[config.mk]
export PLATFORM = sky130hd
export DESIGN_NAME = simon_sequence_player
export DESIGN_NICKNAME = d
export VERILOG_FILES = /design/src/rtl/simon_sequence_player.sv
export SDC_FILE = /design/constraint.sdc
export NUM_CORES = 1
export LEC_CHECK = 0
export BUFFER_PORTS_ARGS = -buffer_cell sky130_fd_sc_hd__buf_2
export CORE_MARGIN = 5
export CORE_UTILIZATION = 50
export CTS_BUF_LIST = sky130_fd_sc_hd__clkbuf_8
export CTS_CLUSTER_DIAMETER = 60
export DETAILED_ROUTE_END_ITERATION = 6
export HOLD_SLACK_MARGIN = 0.15
export PLACE_DENSITY = 0.77
export SYNTH_ARGS = -nofsm -noshare
export SYNTH_HDL_FRONTEND = slang
export SYNTH_SLANG_ARGS = --single-unit
[constraint.sdc]
create_clock -name clk -period 1.8 [get_ports clk]
set_clock_uncertainty 0.15 [all_clocks]
set_input_delay 0.36 -clock clk [delete_from_list [all_inputs] [get_ports clk]]
set_output_delay 0.36 -clock clk [all_outputs]
set_load 0.01 [all_outputs]
[src/rtl/simon_sequence_player.sv]
// simon_sequence_player
//   Plays the stored Simon colour sequence back as timed LED flashes.
//   Entry k of the sequence ROM lights LED rd_data for ON_TICKS tick pulses,
//   followed by a dark gap of OFF_TICKS tick pulses. A one-clk done pulse
//   marks normal completion so the game FSM can start collecting input.
//
// Ports
//   clk      system clock
//   reset    synchronous, active-high reset
//   tick     single-cycle timing enable; timers only advance when high
//   start    playback request, honoured only while idle
//   len      number of entries to play (clamped to DEPTH), latched on start
//   abort    synchronous cancel; returns to idle with no done pulse
//   rd_addr  sequence ROM read address
//   rd_data  sequence ROM data, valid one clk after rd_addr changes
//   led      one-hot LED drive, zero while dark
//   busy     high from accepted start until back in idle
//   done     one-clk pulse on normal completion
//   step     index of the entry currently being played
module simon_sequence_player #(
  parameter int DEPTH     = 4,
  parameter int ADDR_W    = 4,
  parameter int ON_TICKS  = 8,
  parameter int OFF_TICKS = 4
) (
  input  logic              clk,
  input  logic              reset,
  input  logic              tick,
  input  logic              start,
  input  logic [ADDR_W-1:0] len,
  input  logic              abort,
  output logic [ADDR_W-1:0] rd_addr,
  input  logic [1:0]        rd_data,
  output logic [3:0]        led,
  output logic              busy,
  output logic              done,
  output logic [ADDR_W-1:0] step
);

  localparam int MAX_TICKS = (ON_TICKS > OFF_TICKS) ? ON_TICKS : OFF_TICKS;
  localparam int TW        = $clog2(MAX_TICKS + 1);

  localparam logic [TW-1:0]     ON_LAST  = TW'(ON_TICKS - 1);
  localparam logic [TW-1:0]     OFF_LAST = TW'(OFF_TICKS - 1);
  localparam logic [ADDR_W-1:0] DEPTH_A  = ADDR_W'(DEPTH);

  typedef enum logic [2:0] {
    S_IDLE,
    S_FETCH,
    S_LOAD,
    S_ON,
    S_OFF,
    S_FIN
  } state_t;

  state_t            state, state_n;
  logic [ADDR_W-1:0] idx, idx_n;
  logic [ADDR_W-1:0] len_q, len_n;
  logic [ADDR_W-1:0] addr_q, addr_n;
  logic [ADDR_W-1:0] idx_inc;
  logic [TW-1:0]     timer, timer_n;
  logic [1:0]        cur, cur_n;

  always_ff @(posedge clk) begin
    if (reset) begin
      state  <= S_IDLE;
      idx    <= '0;
      len_q  <= '0;
      addr_q <= '0;
      timer  <= '0;
    end else begin
      state  <= state_n;
      idx    <= idx_n;
      len_q  <= len_n;
      addr_q <= addr_n;
      timer  <= timer_n;
    end
  end

  // The captured colour only matters while lit, so it carries no reset.
  always_ff @(posedge clk) begin
    cur <= cur_n;
  end

  always_comb begin
    state_n = state;
    idx_n   = idx;
    len_n   = len_q;
    addr_n  = addr_q;
    timer_n = timer;
    cur_n   = cur;
    idx_inc = idx + ADDR_W'(1);

    case (state)
      S_IDLE: begin
        // abort beats a simultaneous start
        if (start && !abort) begin
          len_n   = (len > DEPTH_A) ? DEPTH_A : len;
          idx_n   = '0;
          addr_n  = '0;
          timer_n = '0;
          state_n = (len == '0) ? S_FIN : S_FETCH;
        end
      end
      S_FETCH: begin
        // rd_addr is already stable; this cycle covers the ROM read latency
        state_n = S_LOAD;
      end
      S_LOAD: begin
        cur_n   = rd_data;
        timer_n = '0;
        state_n = S_ON;
      end
      S_ON: begin
        if (tick) begin
          if (timer == ON_LAST) begin
            timer_n = '0;
            state_n = S_OFF;
          end else begin
            timer_n = timer + TW'(1);
          end
        end
      end
      S_OFF: begin
        if (tick) begin
          if (timer == OFF_LAST) begin
            timer_n = '0;
            // idx stays on the last entry at completion so step never
            // reaches len_q
            if (idx_inc == len_q) begin
              state_n = S_FIN;
            end else begin
              idx_n   = idx_inc;
              addr_n  = idx_inc;
              state_n = S_FETCH;
            end
          end else begin
            timer_n = timer + TW'(1);
          end
        end
      end
      S_FIN: begin
        state_n = S_IDLE;
      end
      default: begin
        state_n = S_IDLE;
      end
    endcase

    if (abort && (state != S_IDLE)) begin
      state_n = S_IDLE;
      timer_n = '0;
    end
  end

  // Outputs decode registered state only, so they are free of input paths.
  always_comb begin
    led     = (state == S_ON) ? (4'b0001 << cur) : 4'b0000;
    busy    = (state != S_IDLE);
    done    = (state == S_FIN);
    rd_addr = addr_q;
    step    = idx;
  end

endmodule

==> impl_metrics.env, run 1 <==
export IMPL_status="complete, but fails checks"
export IMPL_failed_checks="negative setup slack"
export IMPL_utilization=0.8212
export IMPL_fin_crit_ns=1.934
export IMPL_syn_inst=138
export IMPL_leakagePower_nw=0.7533
export IMPL_avgSynthCellArea_um2=8.196
export IMPL_gp_congestion=0.8919
export IMPL_place_ws_ns=-0.08174
export IMPL_gr_usage_all_layers=0.2158
export IMPL_core_um2=2191
export IMPL_std_cell_rows=17
export IMPL_crit_fanout=3
export IMPL_yosys_top_cells_area="dfxtp_1, nand2_1, edfxtp_1"
export IMPL_h_tree_depth=1
export IMPL_clock_path_buffers=2
export IMPL_nFillCells=123
export IMPL_diodes=0
export IMPL_start_util=0.5163
export IMPL_firstDrtPassIters=4
export IMPL_hp_class="in -> reg"
export IMPL_power_density_nw_per_um2=541.9
export IMPL_setup_ws_ns=-0.1340
export IMPL_arrival_ns=1.98
export IMPL_max_freq_ghz=0.5171
export IMPL_placed_cell_area_um2=1455
export IMPL_viasPerCell=6.067
export IMPL_maxCapViolCount=0
export IMPL_ioPinCount=25
export IMPL_drive_above_1_share=0.5306
export IMPL_clk_latency_ns=0.26
export IMPL_crit_required_ns=1.84
export IMPL_netlist_cell_type_count=49
export IMPL_synth_ff_type="dfxtp_1"
export IMPL_synth_edf_count=2
export IMPL_asyncSetResetFlopFracSynth=0
export IMPL_vias=1359
export IMPL_synth_area_um2=1131
export IMPL_antenna_left=0
export IMPL_relSlewSlack=0.7821
export IMPL_routed_wl_mm=3.785
export IMPL_syn_num_nets=151
export IMPL_final_area_um2=1799
export IMPL_first_global_vias=1251
export IMPL_cts_made_buffers=3
export IMPL_die_w_um=57.56
export IMPL_cp_start_kind="register"
export IMPL_timing_final_crit_share=1.074
export IMPL_crit_path_end_kind="register"
export IMPL_synth_largest_area_cell="dfxtp_1"
export IMPL_dp_hpwl_mm=2.321
export IMPL_ys_warnings_count=0
export IMPL_fin_cells=224
export IMPL_route_detailed_drc=0
export IMPL_clock_sinks=17
export IMPL_ys_ff_latch=17
export IMPL_grt_max_degree=12
export IMPL_cts_clk_slew_worst_paths_ns=0.07
export IMPL_cts_root_buf="clkbuf_8"
export IMPL_first_iter_violations=79
export IMPL_slew_violations=0
export IMPL_fp_dieH_um=57.56
export IMPL_rsz0062_at_grt="yes"
export IMPL_nNetsFinal=210
export IMPL_synth_top_area_frac=0.2655
export IMPL_setup_viol=6
export IMPL_yosysSeqAreaShare=0.3186
export IMPL_dp_cells=211
export IMPL_grt_overflow=0
export IMPL_antenna_found_initial=0
export IMPL_tns_ns=-0.3045
export IMPL_die_area_um2=3313
export IMPL_ir_drop_uv=544.1
export IMPL_area_growth_synth_to_final_pct=59.07
export IMPL_io_buffers=24
export IMPL_grt_pass1_wl_mm=5.609
export IMPL_hold_viol=0
export IMPL_critPathKind="reg -> reg"
export IMPL_tightest_slew_ns=0.3243
export IMPL_cts_tree="yes"
export IMPL_routedWlPerCell_um=16.90
cells in the mapped netlist (2+ instances only):
cell / n
and3_1: 2
nor3b_1: 3
nand2b_1: 2
a211o_1: 2
nor3_1: 3
nand2_1: 18
buf_4: 4
nor2_1: 14
a31oi_1: 2
xnor2_1: 4
edfxtp_1: 2
ha_1: 2
inv_1: 2
dfxtp_1: 15
nand3_1: 7
o21ai_0: 5
a21oi_1: 9
or3b_1: 2
a211oi_1: 2
nor3b_2: 2
mux2i_1: 3
and2_1: 2
clkbuf_1: 3
xor2_1: 2
nand4_1: 2
cells by family after synthesis:
kind of cell             share of synthesized area
AO/OA/AOI/OAI                               0.1836
XOR/XNOR                                   0.04646
AND/OR/NAND/NOR                             0.3352
multiplexers                               0.03650
flip-flops                                  0.3186
buffers and inverters                      0.05752
adder cells (fa/ha/maj)                    0.02212
final timing paths:
kind                                 start  endpoint  slack [ns]  cells after the start
worst max register to register  rd_addr[2]  state[2]       -0.13                      5
worst max-delay path            rd_addr[2]  state[2]       -0.13                      5
worst min-delay path                len[1]  len_q[1]        0.24                      3
worst min register to register    len_q[1]  len_q[1]        0.35                      2
state kept, by name, indices dropped and copies added, names as in the netlist:
name	cells
cur	2
len_q	4
rd_addr	4
state	3
timer	4
layer usage:
layer,wire length [µm],global-route usage,share of wire,vias to the layer above
met4,71,0.09272,0.019,0
met2,1859,0.3403,0.49,78
met1,1532,0.2828,0.40,658
met5,0,0,0,-
met3,322,0.04525,0.085,9
li1,-,-,-,614
area by class of cell:
cell class                 count  area, µm²  area share
multi-input combinational    110      872.1      0.4847
timing repair buffer          63      462.9      0.2573
sequential                    17      376.6      0.2093
inverter                       2      7.507    0.004172
clock buffer                   3      41.29     0.02295
clock inverter                 1      3.754    0.002086
tap                           28      35.03     0.01947
critical path: stages, from the launching register on:
cell and delay [ns]:
dfxtp_1 0.46, xor2_2 0.24, xnor2_1 0.21, nand4_1 0.21, a2111oi_2 0.43, a31o_1 0.16
cells in the final DEF, fill, tap and decap left out, drive strengths merged, types with 2 or more instances in the layout:
master / instances
buf: 61
nand2: 18
dfxtp: 15
nor2: 14
a21oi: 9
nand3: 7
o21ai: 5
nor3b: 5
xnor2: 4
nor3: 3
mux2i: 3
clkbuf: 3
inv: 3
and2: 3
or3: 2
and3: 2
a211o: 2
or3b: 2
nand2b: 2
nand4: 2
ha: 2
edfxtp: 2
dlygate4sd3: 2
xor2: 2
a211oi: 2
a31oi: 2
repair_timing:
| action | in CTS | in global routing |
|---|---|---|
| endpoints found under the hold margin | 2 | 0 |
| setup endpoints to repair | 11 | 13 |
| setup buffers | 5 | 2 |
| hold buffers | 2 | 0 |
| resized for setup | 24 | 23 |
| pin swaps | 7 | 15 |
through the flow:
step                hold WS [ns]  total power [W]
floorplan                 0.2936        0.0005306
global placement          0.3049        0.0006245
detailed placement        0.3149        0.0006314
CTS                       0.2372        0.0009413
global route              0.2487         0.001019
finish                    0.2424        0.0009750
power breakdown:
group          switching [W]  internal, W
clock network       0.000142     0.000152
registers          0.0000182     0.000394
logic               0.000136     0.000133
total               0.000296     0.000679
No activity file was read; power rests on OpenSTA's default activity.
==> inputs of run 2 (changes only) <==
Settings changed: MAX_ROUTING_LAYER set to met4.
==> run 2 against run 1 <==
  * The flow still finishes with violations (negative setup slack)
  * Routed wire length is 0.71% higher
  * Via count fell by 0.81%
  * Critical path depth is the same
  * Global-route usage is 0.65 points higher
  * Core utilization is the same
  * Largest power group unchanged
  * First-iteration DRC count rose by 6.3%
  * Non-clock buffer count stayed put
  * Highest routed layer unchanged
  * Register-to-register slack got worse by 0.02 ns
  * Final cell count is the same
  * Power increased by 0.24%
  * Design area unchanged
==> impl_metrics.env, run 2 (synthesis gave the netlist of run 1 again) <==
export IMPL_status="complete, but fails checks"
export IMPL_failed_checks="negative setup slack"
export IMPL_crit_required_ns=1.85
export IMPL_placed_cell_area_um2=1455
export IMPL_fin_crit_ns=1.950
export IMPL_cpMaxStageDelayCell="dfxtp_1"
export IMPL_hold_viol=0
export IMPL_first_iter_violations=84
export IMPL_utilization=0.8212
export IMPL_arrival_ns=2.00
export IMPL_rsz0062_at_grt="yes"
export IMPL_relSlewSlack=0.7632
export IMPL_use_met1=0.2855
export IMPL_critPathMaxStageDelay_ns=0.46
export IMPL_cp_cell_sequence="xor2_2, xnor2_1, nand4_1, a2111oi_2, a31o_1"
export IMPL_grt_max_degree=12
export IMPL_route_detailed_drc=0
export IMPL_gr_usage_all_layers=0.2223
export IMPL_cts_clk_slew_worst_paths_ns=0.07
export IMPL_crit_fanout=3
export IMPL_grt_pass1_wl_mm=5.616
export IMPL_cts_tree="yes"
export IMPL_area_growth_synth_to_final_pct=59.07
export IMPL_clock_path_buffers=2
export IMPL_maxCapViolCount=0
export IMPL_ir_drop_uv=548.9
export IMPL_viasPerCell=6.018
export IMPL_final_cell_mix="buf_4, buf_2, nand2_1"
export IMPL_grt_overflow=0
export IMPL_nNetsFinal=210
export IMPL_crit_path_end_kind="register"
export IMPL_std_cell_rows=17
export IMPL_final_area_um2=1799
export IMPL_slew_violations=0
export IMPL_h_tree_depth=1
export IMPL_setup_viol=6
export IMPL_antenna_found_initial=0
export IMPL_cp_start_kind="register"
export IMPL_timing_final_crit_share=1.083
export IMPL_power_density_nw_per_um2=543.2
export IMPL_dp_hpwl_mm=2.321
export IMPL_cts_made_buffers=3
export IMPL_start_util=0.5163
export IMPL_tightest_slew_ns=0.3514
export IMPL_firstDrtPassIters=4
export IMPL_hp_class="in -> reg"
export IMPL_antenna_left=0
export IMPL_fp_dieH_um=57.56
export IMPL_ioPinCount=25
export IMPL_die_w_um=57.56
export IMPL_grtUsageMet2=0.3403
export IMPL_drive_above_1_share=0.5306
export IMPL_vias=1348
export IMPL_routed_wl_mm=3.812
export IMPL_first_global_vias=1253
export IMPL_routedWlPerCell_um=17.02
export IMPL_leakagePower_nw=0.7533
export IMPL_setup_ws_ns=-0.1502
export IMPL_place_ws_ns=-0.08174
export IMPL_critPathKind="reg -> reg"
export IMPL_clock_sinks=17
export IMPL_max_freq_ghz=0.5128
export IMPL_io_buffers=24
export IMPL_gp_congestion=0.9069
export IMPL_core_um2=2191
export IMPL_cts_root_buf="clkbuf_8"
export IMPL_clk_latency_ns=0.26
export IMPL_die_area_um2=3313
export IMPL_use_met3=0.04072
export IMPL_busiest_layer="met2"
export IMPL_diodes=0
export IMPL_final_common_cell="buf_4"
run 2: cell counts in the layout (fill, tap and decap cells not counted):
Identical to the previous run, type by type.
run 2: worst paths after layout:
path	startpoint	end	slack, ns	depth (start not counted)
max reg2reg	rd_addr[2]	state[2]	-0.15	5
max	rd_addr[2]	state[2]	-0.15	5
min reg2reg	len_q[1]	len_q[1]	0.35	2
min	len[1]	len_q[1]	0.24	3
run 2: through the flow:
| stage | hold WS [ns] | std cells | TNS (ns) | power, W |
|---|---|---|---|---|
| final | 0.2393 | 224 | -0.3261 | 0.0009773 |
| after global routing | 0.2487 | 224 | -0.9354 | 0.001019 |
| after CTS | 0.2372 | 222 | -0.02581 | 0.0009413 |
| after detailed placement | 0.3149 | 211 | -0.1576 | 0.0006314 |
| after global placement | 0.3049 | 211 | -0.01141 | 0.0006245 |
| after floorplan | 0.2936 | 138 | 0 | 0.0005306 |
run 2: final cells by class:
type	instances	area (µm²)
tap	28	35.03
multi-input combinational	110	872.1
sequential	17	376.6
fill	123	391.6
clock inverter	1	3.754
timing repair buffer	63	462.9
inverter	2	7.507
clock buffer	3	41.29
run 2: timing repair:
action / CTS / global route
hold buffers: 2 / 0
setup endpoints to repair: 11 / 13
cloned: 0 / 0
hold endpoints to repair: 2 / 0
gates resized for setup: 24 / 23
setup buffers: 5 / 2
pin swaps: 7 / 15
run 2: metal layers:
layer	part of all wire	routed length, µm	vias up
li1	-	-	617
met1	0.40	1517	639
met3	0.096	365	10
met4	0.019	74	0
met5	0	0	-
met2	0.49	1855	82
run 2: power by group:
| part | switching, W | total, W | internal (W) |
|---|---|---|---|
| logic | 0.000137 | 0.000270 | 0.000133 |
| registers | 0.0000180 | 0.000412 | 0.000394 |
| clock network | 0.000144 | 0.000296 | 0.000152 |
run 2: critical path: cells and delay by family (launching register included):
family / cells / cell delay, ns
XOR/XNOR: 2 / 0.46
AO/OA/AOI/OAI: 2 / 0.60
flip-flops: 1 / 0.46
AND/OR/NAND/NOR: 1 / 0.22
==> inputs of run 3 (changes only) <==
Settings changed: ABC_AREA set to 1, PLACE_DENSITY 0.77 to 0.85.
Clock period 1.8 ns to 1.7 ns, I/O delays scaled along.
==> run 3 against run 2 <==
  * The flow now finishes without violations
  * Power rose by 140%
  * Clock power up 7.1%
  * Combinational power rose to 5.0 times the previous value
  * Core utilization shrank 15 points
  * Sequential power grew 62%
  * Register-to-register slack gained 0.20 ns
  * Critical path depth stayed put
  * Final cell count increased by 3.6%
  * Non-clock buffer count fell by 30
  * Critical path type is now reg -> out
  * Critical endpoint is now led[2]
==> impl_metrics.env, run 3 <==
export IMPL_cp_cell_sequence="nand2_4, nor2_4, inv_4, nor3_2, buf_2"
export IMPL_antenna_left=0
export IMPL_synthTopCellsByCount="nand2_1, nand3_1, inv_1"
export IMPL_cts_made_buffers=3
export IMPL_fp_dieH_um=58.35
export IMPL_routed_wl_mm=3.187
export IMPL_avgSynthCellArea_um2=6.834
export IMPL_dp_cells=221
export IMPL_diodes=0
export IMPL_slew_violations=0
export IMPL_firstDrtPassIters=4
export IMPL_crit_fanout=5
export IMPL_crit_path_end_kind="output pin"
export IMPL_arrival_ns=1.18
export IMPL_syn_num_nets=184
export IMPL_synth_area_um2=1169
export IMPL_fin_cells=232
export IMPL_final_cell_mix="nand2_1, buf_2, nand3_1"
export IMPL_yosys_cell_count_top_type="nand2_1"
export IMPL_cts_root_buf="clkbuf_8"
export IMPL_status="completed"
export IMPL_tightest_slew_ns=0.4292
export IMPL_grt_max_degree=11
export IMPL_io_buffers=24
export IMPL_tns_ns=0
export IMPL_viasPerCell=5.414
export IMPL_antenna_found_initial=0
export IMPL_max_freq_ghz=0.5974
export IMPL_gp_congestion=0.8602
export IMPL_syn_inst=171
export IMPL_routedWlPerCell_um=13.74
export IMPL_core_um2=2212
export IMPL_leakagePower_nw=0.6876
export IMPL_cp_start_kind="register"
export IMPL_route_detailed_drc=0
export IMPL_die_area_um2=3404
export IMPL_ir_drop_uv=993.2
export IMPL_cts_clk_slew_worst_paths_ns=0.07
export IMPL_setup_viol=0
export IMPL_ys_warnings_count=0
export IMPL_synth_largest_area_cell="dfxtp_1"
export IMPL_area_growth_synth_to_final_pct=27.41
export IMPL_crit_required_ns=1.21
export IMPL_hp_class="in -> reg"
export IMPL_maxCapViolCount=0
export IMPL_hold_viol=0
export IMPL_final_area_um2=1489
export IMPL_h_tree_depth=1
export IMPL_dp_hpwl_mm=2.093
export IMPL_asyncSetResetFlopFracSynth=0
export IMPL_start_util=0.5283
export IMPL_ioPinCount=25
export IMPL_netlist_cell_type_count=25
export IMPL_synth_top_area_frac=0.2570
export IMPL_timing_final_crit_share=0.9847
export IMPL_drive_above_1_share=0.3676
export IMPL_first_global_vias=1182
export IMPL_ys_ff_latch=17
export IMPL_fin_crit_ns=1.674
export IMPL_synth_ff_type="dfxtp_1"
export IMPL_critPathKind="reg -> out"
export IMPL_yosys_top_cells_area="dfxtp_1, nand2_1, nand3_1"
export IMPL_utilization=0.6731
export IMPL_nNetsFinal=218
export IMPL_clk_latency_ns=0.26
export IMPL_nFillCells=169
export IMPL_critPathMaxStageDelay_ns=0.39
export IMPL_gr_usage_all_layers=0.1840
export IMPL_setup_ws_ns=0.02596
export IMPL_yosysSeqAreaShare=0.3084
export IMPL_power_density_nw_per_um2=1576
export IMPL_vias=1256
export IMPL_place_ws_ns=-0.008636
export IMPL_relSlewSlack=0.7108
export IMPL_final_common_cell="nand2_1"
export IMPL_grt_pass1_wl_mm=4.705
export IMPL_die_w_um=58.35
export IMPL_first_iter_violations=73
export IMPL_std_cell_rows=17
export IMPL_placed_cell_area_um2=1309
export IMPL_clock_path_buffers=2
export IMPL_cts_tree="yes"
export IMPL_clock_sinks=17
export IMPL_grt_overflow=0
export IMPL_rsz0062_at_grt="yes"
export IMPL_synth_edf_count=2
export IMPL_cpMaxStageDelayCell="dfxtp_4"
-- run 3: cell types whose count changed in the layout (fill, tap and decap cells not counted), moves of 4 or more --
cell     previous run  this run
buf_6              10         0
nand2_1            18        42
nand2_4             0         5
inv_1               2        16
nand2_2             0         5
nand3_1             6        18
inv_2               1         5
nor2_4              0         5
a21oi_1             6        12
buf_4              30         7
-- run 3: final cells by class --
cell class                 count  area, µm²  share of cell area
sequential                    17      374.1              0.2513
inverter                      22      85.08             0.05714
clock buffer                   3      41.29             0.02773
clock inverter                 1      5.005            0.003361
tap                           28      35.03             0.02353
timing repair buffer          33      192.7              0.1294
multi-input combinational    128      755.7              0.5076
-- run 3: report_power, final --
group | switching [W] | leakage, nW | internal, W | total, W
sequential | 0.000137 | 0.144 | 0.000530 | 0.000667
clock | 0.000154 | 0.0255 | 0.000163 | 0.000317
combinational | 0.000874 | 0.518 | 0.000489 | 0.00136
total | 0.00117 | 0.688 | 0.00118 | 0.00235
-- run 3: cell families after synthesis --
logic type,count (synthesis),synth area share
flops,17,0.3084
simple gates,106,0.4818
fa+ha+maj,2,0.02141
xor+xnor,1,0.007496
buf+inv,26,0.09636
compound gates,19,0.08458
-- run 3: worst paths after layout --
path	from	endpoint	slack, ns	cells past startpoint
setup / recovery	state[1]	led[2]	0.03	5
hold / removal	reset	len_q[0]	0.16	2
setup reg to reg	rd_addr[1]	rd_addr[1]	0.05	9
hold reg to reg	len_q[0]	len_q[0]	0.34	2
-- run 3: per-stage QoR --
step,power [W],hold WS (ns)
3_5_place_dp,0.001836,0.3244
3_3_place_gp,0.001778,0.3130
4_1_cts,0.002207,0.1533
2_1_floorplan,0.001570,0.2591
6_report,0.002347,0.1554
5_1_grt,0.002527,0.1572
-- run 3: routing by layer --
layer | vias to the layer above | routed length [µm] | track usage
li1 | 617 | - | -
met1 | 563 | 1155 | 0.1946
met2 | 63 | 1690 | 0.3126
met3 | 13 | 248 | 0.04386
met4 | 0 | 92 | 0.1026
met5 | - | 0 | -
-- run 3: critical path: cells and delay by family, from the launching register on --
family,cells,cell delay [ns]
DFF,1,0.39
buffers and inverters,2,0.21
and+or+nand+nor,3,0.32
-- run 3: repair_timing --
action                     4_1_cts  5_1_grt
hold endpoints to repair         2        0
resized for setup                4       19
setup endpoints to repair        8       15
hold buffers                     2        0
pin swaps                        1        7
buffers inserted                 3        2
gates cloned                     0        0
